$ cat src/rtl/ctrl_pkg.sv
// Shared encodings for the multi-cycle RV32I sequencing controller:
// FSM states, opcodes, ALU operation codes and datapath select values.
package ctrl_pkg;

    typedef enum logic [3:0] {
        S_IDLE, S_FETCH, S_DECODE, S_MEMADR, S_MEMREAD, S_MEMWB, S_MEMWRITE,
        S_EXECR, S_EXECI, S_ALUWB, S_JAL, S_JALR1, S_JALR2, S_BRANCH, S_LUI,
        S_ERROR
    } state_t;

    localparam logic [6:0] OP_LOAD   = 7'b0000011;
    localparam logic [6:0] OP_STORE  = 7'b0100011;
    localparam logic [6:0] OP_RTYPE  = 7'b0110011;
    localparam logic [6:0] OP_ITYPE  = 7'b0010011;
    localparam logic [6:0] OP_JAL    = 7'b1101111;
    localparam logic [6:0] OP_JALR   = 7'b1100111;
    localparam logic [6:0] OP_BRANCH = 7'b1100011;
    localparam logic [6:0] OP_LUI    = 7'b0110111;

    localparam logic [1:0] ALUOP_ADD    = 2'b00;
    localparam logic [1:0] ALUOP_SUB    = 2'b01;
    localparam logic [1:0] ALUOP_DECODE = 2'b10;

    localparam logic [2:0] ALU_ADD = 3'b000;
    localparam logic [2:0] ALU_SUB = 3'b001;
    localparam logic [2:0] ALU_AND = 3'b010;
    localparam logic [2:0] ALU_OR  = 3'b011;
    localparam logic [2:0] ALU_XOR = 3'b100;
    localparam logic [2:0] ALU_SLT = 3'b101;
    localparam logic [2:0] ALU_SLL = 3'b110;
    localparam logic [2:0] ALU_SRL = 3'b111;

    localparam logic [2:0] IMM_I = 3'b000;
    localparam logic [2:0] IMM_S = 3'b001;
    localparam logic [2:0] IMM_B = 3'b010;
    localparam logic [2:0] IMM_J = 3'b011;
    localparam logic [2:0] IMM_U = 3'b100;

    localparam logic [1:0] RES_ALUOUT    = 2'b00;
    localparam logic [1:0] RES_DATA      = 2'b01;
    localparam logic [1:0] RES_ALURESULT = 2'b10;

    localparam logic [1:0] SRCA_PC    = 2'b00;
    localparam logic [1:0] SRCA_OLDPC = 2'b01;
    localparam logic [1:0] SRCA_RS1   = 2'b10;
    localparam logic [1:0] SRCA_ZERO  = 2'b11;

    localparam logic [1:0] SRCB_RS2  = 2'b00;
    localparam logic [1:0] SRCB_IMM  = 2'b01;
    localparam logic [1:0] SRCB_FOUR = 2'b10;

    function automatic logic [2:0] imm_src_of(input logic [6:0] op);
        case (op)
            OP_LOAD, OP_ITYPE, OP_JALR: imm_src_of = IMM_I;
            OP_STORE:                   imm_src_of = IMM_S;
            OP_BRANCH:                  imm_src_of = IMM_B;
            OP_JAL:                     imm_src_of = IMM_J;
            OP_LUI:                     imm_src_of = IMM_U;
            default:                    imm_src_of = 3'b000;
        endcase
    endfunction

endpackage

$ cat src/rtl/alu_decoder.sv
// Maps ALUOp plus instruction fields to the ALU operation code.
module alu_decoder
    import ctrl_pkg::*;
(
    input  logic [1:0] alu_op,
    input  logic [2:0] funct3,
    input  logic       func75,
    input  logic       op5,
    output logic [2:0] alu_control
);

    always_comb begin
        alu_control = ALU_ADD;
        case (alu_op)
            ALUOP_ADD: alu_control = ALU_ADD;
            ALUOP_SUB: alu_control = ALU_SUB;
            ALUOP_DECODE: begin
                case (funct3)
                    // Only R-type uses bit 30 to select sub; for addi it is immediate data.
                    3'b000:  alu_control = (func75 && op5) ? ALU_SUB : ALU_ADD;
                    3'b111:  alu_control = ALU_AND;
                    3'b110:  alu_control = ALU_OR;
                    3'b100:  alu_control = ALU_XOR;
                    3'b010:  alu_control = ALU_SLT;
                    3'b001:  alu_control = ALU_SLL;
                    3'b101:  alu_control = ALU_SRL;
                    default: alu_control = ALU_ADD;
                endcase
            end
            default: alu_control = ALU_ADD;
        endcase
    end

endmodule

$ cat src/rtl/multicycle_ctrl.sv
// Moore sequencing FSM for the multi-cycle RV32I core; PCWrite is the
// only output that also depends on the current Zero flag.
module multicycle_ctrl
    import ctrl_pkg::*;
(
    input  logic       clk,
    input  logic       reset,
    input  logic       trigger,
    input  logic [6:0] opcode,
    input  logic [2:0] funct3,
    input  logic       func75,
    input  logic       Zero,
    output logic       PCWrite,
    output logic       AdrSrc,
    output logic       IRWrite,
    output logic       MemWrite,
    output logic       RegWrite,
    output logic [1:0] ResultSrc,
    output logic [1:0] ALUSrcA,
    output logic [1:0] ALUSrcB,
    output logic [2:0] ImmSrc,
    output logic [2:0] ALUControl,
    output logic       busy,
    output logic       halted
);

    state_t     state_reg, state_next;
    logic       pc_update, branch, taken;
    logic [1:0] alu_op;

    always_ff @(posedge clk) begin
        if (reset) state_reg <= S_IDLE;
        else       state_reg <= state_next;
    end

    always_comb begin
        state_next = state_reg;
        case (state_reg)
            S_IDLE:   if (trigger) state_next = S_FETCH;
            S_FETCH:  state_next = S_DECODE;
            S_DECODE: begin
                case (opcode)
                    OP_LOAD, OP_STORE: state_next = S_MEMADR;
                    OP_RTYPE:          state_next = S_EXECR;
                    OP_ITYPE:          state_next = S_EXECI;
                    OP_JAL:            state_next = S_JAL;
                    OP_JALR:           state_next = S_JALR1;
                    OP_BRANCH:         state_next = S_BRANCH;
                    OP_LUI:            state_next = S_LUI;
                    default:           state_next = S_ERROR;
                endcase
            end
            S_MEMADR:   state_next = (opcode == OP_STORE) ? S_MEMWRITE : S_MEMREAD;
            S_MEMREAD:  state_next = S_MEMWB;
            S_MEMWB:    state_next = S_FETCH;
            S_MEMWRITE: state_next = S_FETCH;
            S_EXECR:    state_next = S_ALUWB;
            S_EXECI:    state_next = S_ALUWB;
            S_ALUWB:    state_next = S_FETCH;
            S_JAL:      state_next = S_ALUWB;
            S_JALR1:    state_next = S_JALR2;
            S_JALR2:    state_next = S_ALUWB;
            S_BRANCH:   state_next = S_FETCH;
            S_LUI:      state_next = S_ALUWB;
            S_ERROR:    state_next = S_ERROR;
            default:    state_next = S_ERROR;
        endcase
    end

    always_comb begin
        pc_update = 1'b0;
        branch    = 1'b0;
        alu_op    = ALUOP_ADD;
        AdrSrc    = 1'b0;
        IRWrite   = 1'b0;
        MemWrite  = 1'b0;
        RegWrite  = 1'b0;
        ResultSrc = RES_ALUOUT;
        ALUSrcA   = SRCA_PC;
        ALUSrcB   = SRCB_RS2;
        busy      = (state_reg != S_IDLE) && (state_reg != S_ERROR);
        halted    = (state_reg == S_ERROR);
        case (state_reg)
            S_FETCH: begin
                IRWrite   = 1'b1;
                ALUSrcB   = SRCB_FOUR;
                ResultSrc = RES_ALURESULT;
                pc_update = 1'b1;
            end
            S_DECODE: begin
                ALUSrcA = SRCA_OLDPC;
                ALUSrcB = SRCB_IMM;
            end
            S_MEMADR, S_JALR1: begin
                ALUSrcA = SRCA_RS1;
                ALUSrcB = SRCB_IMM;
            end
            S_MEMREAD: AdrSrc = 1'b1;
            S_MEMWB: begin
                ResultSrc = RES_DATA;
                RegWrite  = 1'b1;
            end
            S_MEMWRITE: begin
                AdrSrc   = 1'b1;
                MemWrite = 1'b1;
            end
            S_EXECR: begin
                ALUSrcA = SRCA_RS1;
                alu_op  = ALUOP_DECODE;
            end
            S_EXECI: begin
                ALUSrcA = SRCA_RS1;
                ALUSrcB = SRCB_IMM;
                alu_op  = ALUOP_DECODE;
            end
            S_ALUWB: RegWrite = 1'b1;
            // The ALU computes OldPC+4 for the link while ALUOut already holds the target.
            S_JAL, S_JALR2: begin
                ALUSrcA   = SRCA_OLDPC;
                ALUSrcB   = SRCB_FOUR;
                pc_update = 1'b1;
            end
            S_BRANCH: begin
                ALUSrcA = SRCA_RS1;
                alu_op  = ALUOP_SUB;
                branch  = 1'b1;
            end
            S_LUI: begin
                ALUSrcA = SRCA_ZERO;
                ALUSrcB = SRCB_IMM;
            end
            default: ;
        endcase
    end

    always_comb begin
        case (funct3)
            3'b000:  taken = Zero;
            3'b001:  taken = !Zero;
            default: taken = 1'b0;
        endcase
    end

    assign PCWrite = pc_update | (branch & taken);
    assign ImmSrc  = imm_src_of(opcode);

    alu_decoder u_alu_decoder (
        .alu_op      (alu_op),
        .funct3      (funct3),
        .func75      (func75),
        .op5         (opcode[5]),
        .alu_control (ALUControl)
    );

endmodule

$ cat config.mk
export PLATFORM = sky130hd
export DESIGN_NAME = multicycle_ctrl
export DESIGN_NICKNAME = d
export VERILOG_FILES = /design/src/rtl/ctrl_pkg.sv /design/src/rtl/alu_decoder.sv /design/src/rtl/multicycle_ctrl.sv
export SDC_FILE = /design/constraint.sdc
export NUM_CORES = 1
export LEC_CHECK = 0
export ABC_AREA = 1
export CAP_MARGIN = 10
export CELL_PAD_IN_SITES_DETAIL_PLACEMENT = 1
export CELL_PAD_IN_SITES_GLOBAL_PLACEMENT = 1
export CORE_ASPECT_RATIO = 1.2
export CORE_MARGIN = 1.5
export CORE_UTILIZATION = 25
export CTS_CLUSTER_SIZE = 14
export DETAILED_ROUTE_END_ITERATION = 12
export GPL_TIMING_DRIVEN = 0
export PLACE_DENSITY = 0.79
export RECOVER_POWER = 25
export SETUP_SLACK_MARGIN = 0.05
export SKIP_LAST_GASP = 1
export SLEW_MARGIN = 20
export SYNTH_ARGS = -nofsm -noshare
export SYNTH_HDL_FRONTEND = slang
export SYNTH_HIERARCHICAL = 1
export SYNTH_SLANG_ARGS = --single-unit
$ cat constraint.sdc
create_clock -name clk -period 2.75 [get_ports clk]
set_clock_uncertainty 0.2 [all_clocks]
set_input_delay 0.825 -clock clk [delete_from_list [all_inputs] [get_ports clk]]
set_output_delay 0.825 -clock clk [all_outputs]
set_load 0.01 [all_outputs]
# --- Yosys cells after proc, flatten, opt, wreduce, memory -nomap -nowiden ---
# Index checks and enable logic that the tools add are counted.
word_totals:
  input_bits: 15
  out_inout_bits: 19
  regBits: 4
op_classes:
  n_mux: 19
  reduce_logical: 16
  n_eq_ne: 33
  bitwise_logic: 2
op_table:
  columns: ["operator", "n"]
  rows:
  - ["case mux 4 bit (9 select lines)", 1]
  - ["equality test 4 bit (second input constant)", 8]
  - ["case mux 4 bit (7 select lines)", 1]
  - ["equality test 7 x 6 -> 1 bit (second input constant)", 3]
  - ["equality test 7 bit (second input constant)", 3]
  - ["case mux 3 bit (7 select lines)", 1]
  - ["equality test 4 x 3 -> 1 bit (second input constant)", 4]
  - ["OR reduction 5 bit", 3]
  - ["equality test 3 bit (second input constant)", 4]
  - ["case mux 2 bit (2 select lines)", 3]
  - ["case mux 3 bit (4 select lines)", 1]
  - ["equality test 4 x 2 -> 1 bit (second input constant)", 2]
  - ["OR reduction 2 bit", 4]
  - ["equality test 7 x 2 -> 1 bit (second input constant)", 1]
  - ["equality test 7 x 5 -> 1 bit (second input constant)", 1]
  - ["two-way mux 1 bit", 7]
  - ["case mux 2 bit (3 select lines)", 1]
  - ["case mux 3 bit (2 select lines)", 1]
  - ["OR reduction 3 bit", 2]
  - ["equality test 4 x 1 -> 1 bit (second input constant)", 1]
  - ["zero test 4 bit", 1]
  - ["two-way mux 4 bit", 1]
  - ["inequality test 4 bit (second input constant)", 1]
  - ["nonzero test 4 bit", 1]
  - ["13 further kinds", 14]

# --- Longest topological paths before layout ---
depth:
  ltp_word: 5
  mapped_depth: 10
  depth_no_buf: 10

# --- Cells and area by module ---
# Netlist, hierarchy kept.
by_module_without_submodules:
  columns: ["mod", "n_inst", "seq_area_each_um2", "area_per_inst_um2", "cells_per_inst"]
  rows:
  - ["multicycle_ctrl", 1, 80.1, 590.6, 108]
  - ["alu_decoder", 1, 0.0, 115.1, 22]

# --- Worst setup path after synthesis ---
# No wires, ideal clock.
synth_timing:
  path_kind: "input -> output"
  from: "input opcode[2]"
  to: "output ImmSrc[0]"
  required_ns: 1.725
  t_arrival_ns: 1.390
  cell_stages: 3
  slack_ns: 0.335
  cell_sequence: "nor2_2 > nand3_1 > o21ai_0"
synth_between:
  elab_chain_cells: 2
  elab_cells_between_ends: 5
synth_lines:
  columns: ["item", "line_no", "text"]
  rows:
  - ["from (decl)", "multicycle_ctrl.sv:9", "input logic [6:0] opcode,"]
  - ["equality test 7 x 6 -> 1 bit or equality test 7 bit (tied branches)", "ctrl_pkg.sv:53", "case (op)"]
  - ["case mux 3 bit (4 select lines) *", "ctrl_pkg.sv:53", null]
  - ["to (decl)", "multicycle_ctrl.sv:21", "output logic [2:0] ImmSrc,"]
# Every way passes the cells marked *; elsewhere a longest branch is shown, timed or not.

# --- Worst setup path in the final report ---
layout_timing:
  from: "input opcode[1]"
  to: "output ImmSrc[0]"
# The elaborated chain is that of the path after synthesis.

==> reports/summary.txt <==
================================================================================
Type of the worst setup path                                        primary input to output port
Largest area contributor in the netlist                             sky130_fd_sc_hd__nand2_1
Min Tclk post-route                                                      2694 ps
Cell family with the largest share of critical-path delay           buffers and inverters
Least setup slack across all paths after layout                         56.16 ps
Final Setup Violations                                                         0
ANT nets after route                                                           0
Number of placement rows                                                      20
Overall routing resource usage                                            20.93%
Tcrit/Tclk final                                                          97.96%
Dominant combinational cell family by area after synthesis          simple AND/OR/NAND/NOR gates
Net count after synthesis                                                    147
Crit-path slowest cell                                              sky130_fd_sc_hd__dlygate4sd2_1
Post-layout net count                                                        206
Sequential share of the synthesized area                                  11.35%
Final Non-Filler Cells                                                       220
Total length of routed wires                                            3.019 mm
Clock tree buffer depth                                                        2
Count of warnings emitted by yosys                                             6
H-tree Lvls                                                                    1
Transition time at the pin with the least slew margin                   234.8 ps
Clock insertion delay at the later pin of the skew report                 240 ps
Worst-path cell chain                                               dlygate4sd2_1 -> nand2_1 -> inv_4 -> nand3_2 -> o21ai_1 -> buf_2
Simple-gate area share of the yosys netlist                               46.81%
Clock tree from TritonCTS                                                   done
Number of synthesized register bits                                            4
Horizontal extent of the die                                            51.50 um
Final core utilization                                                    51.83%
Reg clk slew, reported paths                                               40 ps
DRT iter0 DRCs                                                                12
Largest incremental delay on the critical path                            190 ps
Wire length of the first global-routing pass                            4.947 mm
Cell area after placement                                              1077 um^2
Starting utilization of the core area                                     27.12%
Adder-cell area share of the yosys netlist                                3.546%
XOR/XNOR Fraction of Synth Area                                           1.241%
Detailed-router iteration count before antenna repair                          4
Number of top-level pins                                                      34
Power density relative to cell area                                 694.8 nW/um^2
Distinct cell type count after synthesis                                      24
Number of buffers and inverters on the critical path                           3
Hold Path Origin                                                    state_reg[2]
Largest cells by area after synthesis                               sky130_fd_sc_hd__nand2_1 14%, sky130_fd_sc_hd__inv_1 12%, sky130_fd_sc_hd__dfxtp_1 11%
Normalized max-slew margin                                                84.35%
CP arrival                                                               1670 ps
Post-Place Cells                                                             196
Outcome                                                             complete, no violations
CORE AREA                                                              2603 um^2
Top-area cell type share of the netlist area                              14.36%
Setup repair after global routing missed its margin                          yes
Via-to-Cell Ratio                                                          4.768
Area taken by flip-flops and latches                                  95.09 um^2
Number of buffers added by the clock tree synthesis step                       3
Number of flip-flops in the largest register                                   4
Number of pins exceeding their max-slew limit in the final report              0
CP Data Required Time                                                    1730 ps
Cts-stage hold buffer count                                                    0
Antenna violations before repair                                               0
Cell area after synthesis                                             705.7 um^2
Maximum frequency from static timing analysis                          371.2 MHz
Endpoint kind of the worst setup timing path                         output port
DRC errors left                                                                0
Vias post-DR                                                                1049
Leakage dissipation                                                    0.7304 nW
Number of global-route vias before repair                                   1090
Number of stages on the worst hold path                                        2
Layout cells sized above 1                                                46.52%
Die Height                                                              61.20 um
Pre-CTS worst setup slack                                              -690.4 ps
Residual overflow from global routing                                          0
PnR Total Power                                                         937.2 uW
Maximum number of pins on one net before global-route repair                   7
Post-route cell area                                                   1349 um^2
Type of origin of the critical path                                 primary input
Area of the multi-input gates                                         616.8 um^2
Slack of the worst reg-to-reg path                                       1220 ps
# clock sinks                                                                  4
Complex-gate fraction of the synthesized area                             20.57%
PortBufs                                                                      33
Maximum Capacitance Violations                                                 0
DR WL/cell                                                              13.72 um
Class of the worst hold path                                        flop to flop
Synthesized instance count                                                   130
Root Driver                                                         sky130_fd_sc_hd__clkbuf_4
Synthesis-to-layout area growth                                           91.13%
Worst Hold Endpoint                                                 state_reg[0]
FF-to-FF End                                                        state_reg[1]
Floorplan die area                                                     3152 um^2
Number of fill cells in the layout                                           368
Cells on worst reg2reg path                                                   10
Diodes inserted                                                                0
Gp weighted congestion                                                    0.8123
Detail Placement HPWL                                                   2.051 mm
VDD IR-drop max                                                      0.0003651 V
Share of cell area taken by muxes after synthesis                             0%
Count of final hold-check violations                                           0
Top fanout value on the critical path                                          4
Mapped Avg Cell Area                                                  5.428 um^2
Worst reg2reg startpoint                                            state_reg[0]
================================================================================
## worst max path at each step
stage,from,end,slack [ps],cells past startpoint
2_1_floorplan,opcode[2],ImmSrc[0],330,3
3_3_place_gp,opcode[5],ImmSrc[0],-680,6
3_5_place_dp,opcode[5],ImmSrc[0],-690,6
4_1_cts,state_reg[0],ALUControl[2],-10,10
5_1_grt,state_reg[3],ALUControl[0],-50,10
6_report,opcode[1],ImmSrc[0],60,6
## synthesized netlist by cell type
master                     instances
sky130_fd_sc_hd__dfxtp_1           4
sky130_fd_sc_hd__ha_1              2
sky130_fd_sc_hd__nand2_2           4
sky130_fd_sc_hd__nand3_1           7
sky130_fd_sc_hd__inv_1            22
sky130_fd_sc_hd__nor2_1           20
sky130_fd_sc_hd__o22ai_1           4
sky130_fd_sc_hd__inv_2             7
sky130_fd_sc_hd__o221ai_2          1
sky130_fd_sc_hd__a31oi_1           1
sky130_fd_sc_hd__buf_4             1
sky130_fd_sc_hd__nor2_4            2
sky130_fd_sc_hd__a21oi_2           2
sky130_fd_sc_hd__o21ai_1           1
sky130_fd_sc_hd__a31o_1            1
sky130_fd_sc_hd__nand3b_1          1
sky130_fd_sc_hd__o21ai_0           5
sky130_fd_sc_hd__nor2_2            6
sky130_fd_sc_hd__nand4_1           1
sky130_fd_sc_hd__a21oi_1           7
sky130_fd_sc_hd__o21bai_1          1
sky130_fd_sc_hd__nand2_1          27
sky130_fd_sc_hd__xor2_1            1
sky130_fd_sc_hd__nand3_2           2
## worst register-to-register path, stage by stage, from the launching register on
cell and delay (ps):
sky130_fd_sc_hd__dfxtp_4 380, sky130_fd_sc_hd__inv_2 70, sky130_fd_sc_hd__nor2_4 80, sky130_fd_sc_hd__inv_2 60
sky130_fd_sc_hd__buf_4 140, sky130_fd_sc_hd__buf_12 120, sky130_fd_sc_hd__nor2_4 90, sky130_fd_sc_hd__inv_2 50
sky130_fd_sc_hd__nand2_1 70, sky130_fd_sc_hd__a31oi_1 50, sky130_fd_sc_hd__a21oi_1 140
## cells in the final DEF (no fill, tap or decap), types with 2 or more instances in the layout
cell,count
sky130_fd_sc_hd__o22ai_1,4
sky130_fd_sc_hd__buf_2,10
sky130_fd_sc_hd__dfxtp_4,4
sky130_fd_sc_hd__nand2_1,23
sky130_fd_sc_hd__o21ai_1,2
sky130_fd_sc_hd__buf_4,19
sky130_fd_sc_hd__buf_6,2
sky130_fd_sc_hd__clkdlybuf4s50_1,5
sky130_fd_sc_hd__inv_1,13
sky130_fd_sc_hd__nand3_1,7
sky130_fd_sc_hd__a21oi_1,6
sky130_fd_sc_hd__inv_4,2
sky130_fd_sc_hd__dlygate4sd2_1,9
sky130_fd_sc_hd__clkbuf_4,3
sky130_fd_sc_hd__dlymetal6s2s_1,4
sky130_fd_sc_hd__nor2_4,9
sky130_fd_sc_hd__nor2_2,6
sky130_fd_sc_hd__nand2_2,6
sky130_fd_sc_hd__o21ai_0,3
sky130_fd_sc_hd__nand2_4,2
sky130_fd_sc_hd__nor2_1,13
sky130_fd_sc_hd__a21oi_2,3
sky130_fd_sc_hd__clkdlybuf4s15_1,3
sky130_fd_sc_hd__inv_2,14
## through the flow
step / TNS (ps) / hold slack, ps
floorplan: 0 / 431.2
global placement: -3832 / 470.2
detailed placement: -4018 / 494.8
CTS: -9.918 / 449.8
global route: -57.73 / 506.4
finish: 0 / 468.4
## cells by family after synthesis
logic type | after synthesis
and+or+nand+nor | 70
DFF | 4
adders and majority gates | 2
AOI/OAI and AO/OA | 23
xor gates and xnor gates | 1
buffers and inverters | 30
## layer usage
metal	GRT usage [%]	routed length (um)	up-vias
li1	-	-	525
met1	22.79	1167	491
met2	40.48	1691	27
met3	3.641	100	6
met4	7.519	59	0
met5	0	0	-
## area by class of cell
type | instances | share of cell area (%)
multi-input combinational | 96 | 45.73
timing repair buffer | 54 | 33.49
inverter | 29 | 8.442
sequential | 4 | 7.050
tap | 33 | 3.061
clock buffer | 3 | 1.670
buffer | 1 | 0.5566
## power breakdown
| group | switching (mW) | internal, mW | leakage, nW | total [mW] |
|---|---|---|---|---|
| sequential | 0.0544 | 0.0950 | 0.0356 | 0.149 |
| combinational | 0.374 | 0.341 | 0.681 | 0.714 |
| clock | 0.0246 | 0.0488 | 0.0138 | 0.0734 |
## repair_timing
item                                   4_1_cts  5_1_grt
endpoints found under the hold margin        0        0
gates resized for setup                     87       28
setup endpoints to repair                   15       12
pin swaps                                   15        8
buffers inserted                            18        3
Power figures use the tool's default switching activity.
